### src/rtl/dcpu16_ictl.sv
// DCPU-16 instruction control: phase counter, instruction register,
// IF-skip condition flag and the decoded writeback/branch strobes.
module dcpu16_ictl (
   input  logic        clk,
   input  logic        rst,
   input  logic        ena,
   input  logic [15:0] f_dti,
   input  logic [15:0] regA,
   input  logic [15:0] regB,
   output logic [1:0]  pha,
   output logic [15:0] ireg,
   output logic [3:0]  opc,
   output logic        CC,
   output logic        bra,
   output logic        rwe,
   output logic        ifx
);

   logic       cond;
   logic       basic;
   logic [5:0] a_fld;

   assign opc   = ireg[3:0];
   assign a_fld = ireg[9:4];
   assign basic = (opc != 4'h0) && (opc <= 4'hB);
   assign ifx   = (opc[3:2] == 2'b11);

   // IF condition of the instruction currently held in ireg
   always_comb begin
      cond = 1'b0;
      case (opc)
         4'hC:    cond = (regA == regB);
         4'hD:    cond = (regA != regB);
         4'hE:    cond = (regA > regB);
         4'hF:    cond = ((regA & regB) != 16'h0000);
         default: cond = 1'b0;
      endcase
   end

   // Writeback to register-direct targets and PC writes (basic SET PC or JSR)
   always_comb begin
      rwe = CC && basic && (a_fld <= 6'h07);
      bra = CC && ((basic && (a_fld == 6'h1C)) || ((opc == 4'h0) && (a_fld == 6'h01)));
   end

   // Phase counter, instruction load and skip flag; a skipped IF is never
   // evaluated, so CC cannot stay low for more than one instruction.
   always_ff @(posedge clk) begin
      if (rst) begin
         pha  <= 2'd0;
         ireg <= 16'h0000;
         CC   <= 1'b1;
      end else if (ena) begin
         pha <= pha + 2'd1;
         if (pha == 2'd2) begin
            ireg <= f_dti;
            CC   <= !(ifx && CC && !cond);
         end
      end
   end

endmodule

### config.mk
export PLATFORM = sky130hd
export DESIGN_NAME = dcpu16_ictl
export DESIGN_NICKNAME = d
export VERILOG_FILES = /design/src/rtl/dcpu16_ictl.sv
export SDC_FILE = /design/constraint.sdc
export NUM_CORES = 1
export LEC_CHECK = 0
export BUFFER_PORTS_ARGS = -buffer_cell sky130_fd_sc_hd__buf_4
export CAP_MARGIN = 20
export CORE_MARGIN = 2
export CORE_UTILIZATION = 45
export CTS_CLUSTER_DIAMETER = 200
export DETAILED_ROUTE_END_ITERATION = 6
export PLACE_DENSITY = 0.8
export SKIP_LAST_GASP = 1
export SLEW_MARGIN = 20
export SYNTH_ARGS = -nofsm -noshare
export SYNTH_HDL_FRONTEND = slang
export SYNTH_SLANG_ARGS = --single-unit
export TNS_END_PERCENT = 5
### constraint.sdc
create_clock -name clk -period 2 [get_ports clk]
set_input_delay 0.1 -clock clk [delete_from_list [all_inputs] [get_ports clk]]
set_output_delay 0.1 -clock clk [all_outputs]
set_load 0.01 [all_outputs]
---- Word level (Yosys, flattened, before mapping) ----
Cells that the tools add are included.
word-level totals
  bits in registers ....................... 19
  bits of input ports ..................... 51
  output and inout bits ................... 26
  word-level logic and storage cells ...... 34
operators by class
  add/subtract/negate cells ............... 1
  order comparisons ....................... 3
  equality and inequality tests ........... 10
  mux-type cells .......................... 1
  bitwise logic cells ..................... 1
  reduce and logical (&&, ||, !) cells .... 15
operator list
  kind                 count
  $and 16x16->16       1
  $eq 16x16->1         1
  $eq 4x4->1 const B   4
  $gt 16x16->1         1
  $ne 16x16->1         1
  $reduce_bool 16->1   1
  $logic_and 1x1->1    8
  $eq 6x1->1 const B   1
  $eq 6x5->1 const B   1
  $le 6x3->1 const B   1
  $eq 2x2->1 const B   2
  $le 4x4->1 const B   1
  $logic_not 4->1      1
  $pmux 1 s4           1
  $reduce_bool 4->1    1
  $add 2x1->2 const B  1
  $logic_not 1->1      2
  $reduce_and 2->1     1
  $logic_or 1x1->1     1

---- Depth between registers and ports, before layout ----
Gate-level depths: netlist of run 1.
  depth after elaboration ................. 6
  depth in mapped cells ................... 7
  depth with buffers taken out ............ 7

---- Least setup slack after synthesis of run 1 ----
Ideal clock, no wire load.
  path kind ............................... input to register
  from .................................... input regB[15]
  to ...................................... register CC
  library setup time ...................... 0.119 ns
  arrival ................................. 1.496 ns
  required time ........................... 1.881 ns
  slack ................................... 0.384 ns
  stages on the path ...................... 7
  path buffers ............................ 0
  cell sequence ........................... inv_1 ha_1 nand4_2 or4_4 o221ai_1 o311a_1 o21ai_2
on the way
  word-level cells in the longest chain between the ends .. 6
  elaborated cells between the ends (all ways) .. 9
  classes of those cells .................. 1 x order compare; 2 x eq/ne; 1 x mux; 1 x bitwise; 4 x reduce/logical
RTL lines
  item                                                                  RTL line  source
  start: declaration                                                    9         input logic [15:0] regB,
  parallel branches: the longest is 2 deep, another holds $gt 16x16->1  -
  $pmux 1 s4 *                                                          31        case (opc)
  $logic_not 1->1 *                                                     57        CC <= !(ifx && CC && !cond);
  $logic_and 1x1->1 *                                                   57
  $logic_not 1->1 *                                                     57
  end signal: assignment                                                57
  end: declaration                                                      13        output logic CC,
Mark *: on every way between the ends.
A chain may end at the register's enable or synchronous reset.

---- Final worst setup path of run 1 ----
  from .................................... register ireg[1]
  to ...................................... output rwe
on the way
  word-level cells in the longest chain between the ends .. 4
  elaborated cells between the ends (all ways) .. 5
  classes of those cells .................. 1 x order compare; 4 x reduce/logical
RTL lines
  item                                                    RTL line  source
  start: declaration                                      11        output logic [15:0] ireg,
  start signal: assignment                                56        ireg <= f_dti;
  $le 4x4->1 / $reduce_bool 4->1 (equally long branches)  25        assign basic = (opc != 4'h0) && (opc <= 4'hB);
  $logic_and 1x1->1 *                                     25
  $logic_and 1x1->1 * (2 in a row)                        42        rwe = CC && basic && (a_fld <= 6'h07);
  end: declaration                                        15        output logic rwe,
Every way passes the cells marked *; elsewhere a longest branch is shown, timed or not.

==> flow_summary.yaml, run 1 <==
clocking:
  clk_pin_slew_ns: 0.10
  post_cts_buffers: 0
  cts_resized: 0
  hold_buffers: 0
  cts_buffer_depth: 2
  cts_sinks: 19
  cts_tree: "yes"
  cts_buffers: 3
  clk_latency_ns: 0.30
  htreeDepth: 1
  cts_root_buf: "clkbuf_4"
detailed_routing:
  wl_met1_um: 1370
  detail-route-antenna-nets: 0
  vias: 1452
  drtIter0Drc: 35
  wl_per_cell_um: 11.3
  viasPerCell: 4.91
  drt-total-wl_um: 3350
  top_layer_used: "met4"
  met2_length_um: 1660
  wl_met3_um: 285
  firstDrtPassIters: 4
  remaining_drc_errors: 0
synthesis:
  synth_warnings: 0
  syn_area_um2: 1470
  ys_types: 36
  synth-async-reset-ratio: 0
  synth_commonest_cells: "36 x nand2_1, 33 x ha_1, 25 x a21oi_1"
  yosysSeqAreaShare: 0.258
  yosys.area.top_type: "ha_1"
  synthTopCellsByArea: "ha_1 28%, dfxtp_1 26%, nand2_1 9.2%"
  ys_ff_latch: 19
  yosysTopAreaCellShare: 0.280
  syn-instance-count: 180
  syn_area_per_cell_um2: 8.18
  synth_edf_count: 0
  synth_nets: 264
  synth_ff_type: "dfxtp_1"
  synth_most_common_cell: "nand2_1"
worst_setup_path:
  crit_buf_inv: 1
  crit_required_ns: 1.90
  start_kind: "register"
  path_cells: "nor4_1 -> or4_1 -> nor2_1 -> buf_4"
  crit_slowest_cell: "dfxtp_1"
  arrival_ns: 1.64
  critical_path.top_delay_family: "simple AND/OR/NAND/NOR gates"
  worstSetupPathType: "register to output pin"
  endpoint_kind: "output pin"
  slowest_delay_ns: 0.49
  worstPathMaxFanout: 8
finish:
  syn_to_final_growth_pct: 41.2
  fin_nets: 337
  fin_util: 0.676
  final-seq-area_um2: 380
  design_area_um2: 2080
  multi_input_area_um2: 976
  drive_above_1_share: 0.345
  antenna_cells: 0
  n_fill_cell: 281
timing:
  finalClockSkew_ns: 0.00606
  hold_violations: 0
  finalSetupViolCount: 0
  tns_ns: 0
  slew-limit-headroom: 0.644
  fin_crit_ns: 1.74
  max_clock_freq_ghz: 0.575
  slew_viol_final: 0
  rsz0062_at_grt: "no"
  final.period_utilization: 0.870
  tightestPinTransition_ns: 0.532
floorplan:
  rows: 20
  core_um2: 3080
  die-width_um: 61.2
  start_util: 0.478
  fp.dieH_um: 61.2
  io_pins: 77
  die_area_um2: 3750
placed_design:
  gp_congestion: 0.765
  dp_hpwl_um: 2790
  port_buffers: 76
  dpl-instance-area_um2: 2050
power:
  p_total_mw: 0.872
  power_density_nw_per_um2: 419
  leakage_nw: 1.04
  max-vdd-ir-drop_v: 0.000431
global_routing:
  grt_pass1_vias: 1338
  grt_first_pass_wirelength_um: 5340
  gr-total-overflow: 0
  grt_max_degree: 21
  antenna_found_initial: 0
  grt_usage: 0.186
min_path:
  hold_path.class: "input port to register"
status:
  status: "finished, final reports clean"
run:
  maxCapViolCount: 0
## layer usage
metal,vias up,GRT usage
li1,758,-
met1,637,0.207
met2,52,0.351
met3,5,0.0378
met4,0,0.0559
met5,-,0
## path summary, 6_finish.rpt
check | from | endpoint | slack, ns | depth (start not counted)
worst max register to register | pha[0] | CC | 0.59 | 7
worst min-delay path | ena | pha[1] | 0.02 | 2
worst min register to register | ireg[12] | ireg[12] | 0.46 | 2
worst max-delay path | ireg[1] | rwe | 0.26 | 4
## logic make-up after synthesis
logic type,synth area share
flip-flops,0.258
buffers and inverters,0.0790
XOR/XNOR,0.00595
AO/OA/AOI/OAI,0.141
AND/OR/NAND/NOR,0.235
adder cells (fa/ha/maj),0.280
## final cells by class
type                    count  area share
well taps                  44      0.0265
multi-input cells         135       0.469
repair buffers             77       0.278
inverters                  17      0.0307
clock buffers               4      0.0126
flip-flops and latches     19       0.183
## placed cells by master (no fill, tap or decap), drive strengths merged
| cell | n |
|---|---|
| nand3 | 1 |
| inv | 17 |
| o21ai | 3 |
| a2111o | 1 |
| nand2b | 2 |
| nand3b | 1 |
| nor4 | 4 |
| a221oi | 1 |
| nor4bb | 1 |
| clkbuf | 4 |
| a21oi | 25 |
| ha | 33 |
| nor2 | 6 |
| or4 | 2 |
| and2 | 2 |
| o311a | 1 |
| buf | 77 |
| nand2 | 36 |
| a211oi | 1 |
| o221ai | 1 |
| nor3 | 3 |
| a41o | 1 |
| and3 | 1 |
| nor2b | 1 |
| nand4 | 4 |
| nand4b | 1 |
| o211ai | 1 |
| dfxtp | 19 |
| nor4b | 1 |
| xnor2 | 1 |
## stage by stage
| step | std cells | setup slack (ns) | hold WS, ns |
|---|---|---|---|
| finish | 296 | 0.261 | 0.0207 |
| global placement | 292 | 0.234 | 0.334 |
| floorplan | 180 | 0.384 | 0.195 |
| CTS | 296 | 0.247 | 0.0164 |
| detailed placement | 292 | 0.189 | 0.339 |
| global route | 296 | 0.0738 | 0.0173 |
## registers in the layout, indices dropped and copies added, names as in the netlist
register,cells
pha,2
CC,1
ireg,16
## where the power goes
| group | internal, mW | total [mW] | switching, mW |
|---|---|---|---|
| Combinational | 0.149 | 0.272 | 0.123 |
| Sequential | 0.393 | 0.407 | 0.0139 |
| Clock | 0.0778 | 0.193 | 0.115 |
| Total | 0.620 | 0.872 | 0.252 |
## worst register-to-register path: cells and delay by family, from the launching register on
kind,cells,cell delay (ns)
AND/OR/NAND/NOR,1,0.31
adder cells (fa/ha/maj),1,0.17
AO/OA/AOI/OAI,4,0.48
flip-flops,1,0.34
buffers and inverters,1,0.06
No activity file was read; power rests on OpenSTA's default activity.
==> inputs of run 2 (changes only) <==
Settings changed: SETUP_SLACK_MARGIN set to 0.5.
==> flow_summary.yaml, run 2 (synthesis gave the netlist of run 1 again) <==
global_routing:
  grt_first_pass_wirelength_um: 6270
  grt_pass1_vias: 1444
  antenna_found_initial: 0
  grt_max_degree: 21
  gr-total-overflow: 0
  grt_usage: 0.219
timing:
  tightestPinTransition_ns: 0.553
  max_clock_freq_ghz: 0.645
  slew-limit-headroom: 0.630
  final.period_utilization: 0.775
  tns_ns: 0
  fin_crit_ns: 1.55
  rsz0062_at_grt: "yes"
  slew_viol_final: 0
  setup_ws_ns: 0.451
  finalSetupViolCount: 0
  hold_violations: 0
  finalClockSkew_ns: 0.00457
finish:
  final_common_cell: "buf_4"
  final_cell_mix: "81 x buf_4, 36 x nand2_1, 25 x a21oi_1"
  top_regs: "ireg (16), pha (2), CC (1)"
  drive_above_1_share: 0.457
  top_register: "ireg"
  fin_nets: 341
  largest_register_ffs: 16
  final-seq-area_um2: 395
  syn_to_final_growth_pct: 55.9
  n_fill_cell: 235
  antenna_cells: 0
  multi_input_area_um2: 1120
clocking:
  htreeDepth: 1
  hold_buffers: 0
  clk_latency_ns: 0.30
  cts_buffer_depth: 2
  clk_pin_slew_ns: 0.12
  cts_buffers: 3
  cts_root_buf: "clkbuf_4"
  cts_tree: "yes"
  cts_sinks: 19
worst_setup_path:
  start_kind: "register"
  crit_buf_inv: 1
  worstSetupPathType: "register to output pin"
  worstPathMaxFanout: 5
  critical_path.top_delay_family: "simple AND/OR/NAND/NOR gates"
  arrival_ns: 1.45
  crit_required_ns: 1.90
  slowest_delay_ns: 0.46
  path_cells: "nor4_4 -> or4_1 -> nor2_1 -> buf_4"
  endpoint_kind: "output pin"
  crit_slowest_cell: "or4_1"
status:
  status: "finished, final reports clean"
detailed_routing:
  vias: 1514
  detail-route-antenna-nets: 0
  wl_per_cell_um: 13.1
  viasPerCell: 5.05
  firstDrtPassIters: 4
  remaining_drc_errors: 0
  drt-total-wl_um: 3930
  drtIter0Drc: 49
floorplan:
  rows: 20
  die_area_um2: 3750
  die-width_um: 61.2
  core_um2: 3080
  io_pins: 77
  fp.dieH_um: 61.2
  start_util: 0.478
placed_design:
  port_buffers: 76
  dp_hpwl_um: 3150
  gp_congestion: 0.799
  place_ws_ns: 0.237
min_path:
  hold_path.class: "input port to register"
power:
  power_density_nw_per_um2: 411
  max-vdd-ir-drop_v: 0.000446
  leakage_nw: 1.06
run:
  maxCapViolCount: 0
run 2: changes by cell type in the layout (fill, tap and decap cells not counted), sizes merged:
cell	previous run	this run
clkinvlp	0	1
buf	77	81
clkbuf	4	3
run 2: worst register-to-register path: stages (launching register included):
cell and delay [ns]:
dfxtp_1 0.39, inv_1 0.06, ha_1 0.22, nand2_1 0.43, nand2_1 0.11, a21oi_1 0.17
run 2: path summary, 6_finish.rpt:
kind,start,to,slack [ns],cells after the start
setup / recovery,ireg[2],rwe,0.45,4
hold / removal,ena,pha[1],0.02,2
setup reg to reg,pha[0],ireg[0],0.55,5
hold reg to reg,ireg[11],ireg[11],0.46,2
run 2: routing by layer:
metal / up-vias / share of wire / GRT usage
li1: 766 / - / -
met1: 701 / 0.45 / 0.282
met2: 45 / 0.49 / 0.380
met3: 2 / 0.059 / 0.0441
met4: 0 / 0.0053 / 0.0404
met5: - / 0 / 0
run 2: power breakdown:
part           switching (mW)  leakage (nW)  internal [mW]  total [mW]
combinational           0.151         0.890          0.180       0.331
clock                   0.131        0.0139         0.0762       0.207
sequential             0.0141         0.157          0.391       0.405
run 2: stage by stage:
stage,utilization,area (um2),hold WS (ns),instances,power (mW)
2_1_floorplan,-,1630,0.195,180,0.578
3_3_place_gp,0.719,2210,0.332,293,0.731
3_5_place_dp,0.719,2210,0.338,293,0.739
4_1_cts,0.741,2280,0.00172,298,0.948
5_1_grt,0.746,2300,0.0184,300,0.997
6_report,0.746,2300,0.0168,300,0.944
run 2: layout make-up:
| class | instances | area share |
|---|---|---|
| Inverter | 17 | 0.0387 |
| Sequential cell | 19 | 0.172 |
| Clock inverter | 1 | 0.00327 |
| Clock buffer | 3 | 0.00981 |
| Timing Repair Buffer | 81 | 0.265 |
| Tap cell | 44 | 0.0240 |
| Multi-Input combinational cell | 135 | 0.487 |
run 2: what timing repair did:
item / CTS / global route
gates resized for setup: 10 / 1
setup endpoints to repair: 2 / 19
buffers inserted: 1 / 2
pin swaps: 0 / 1
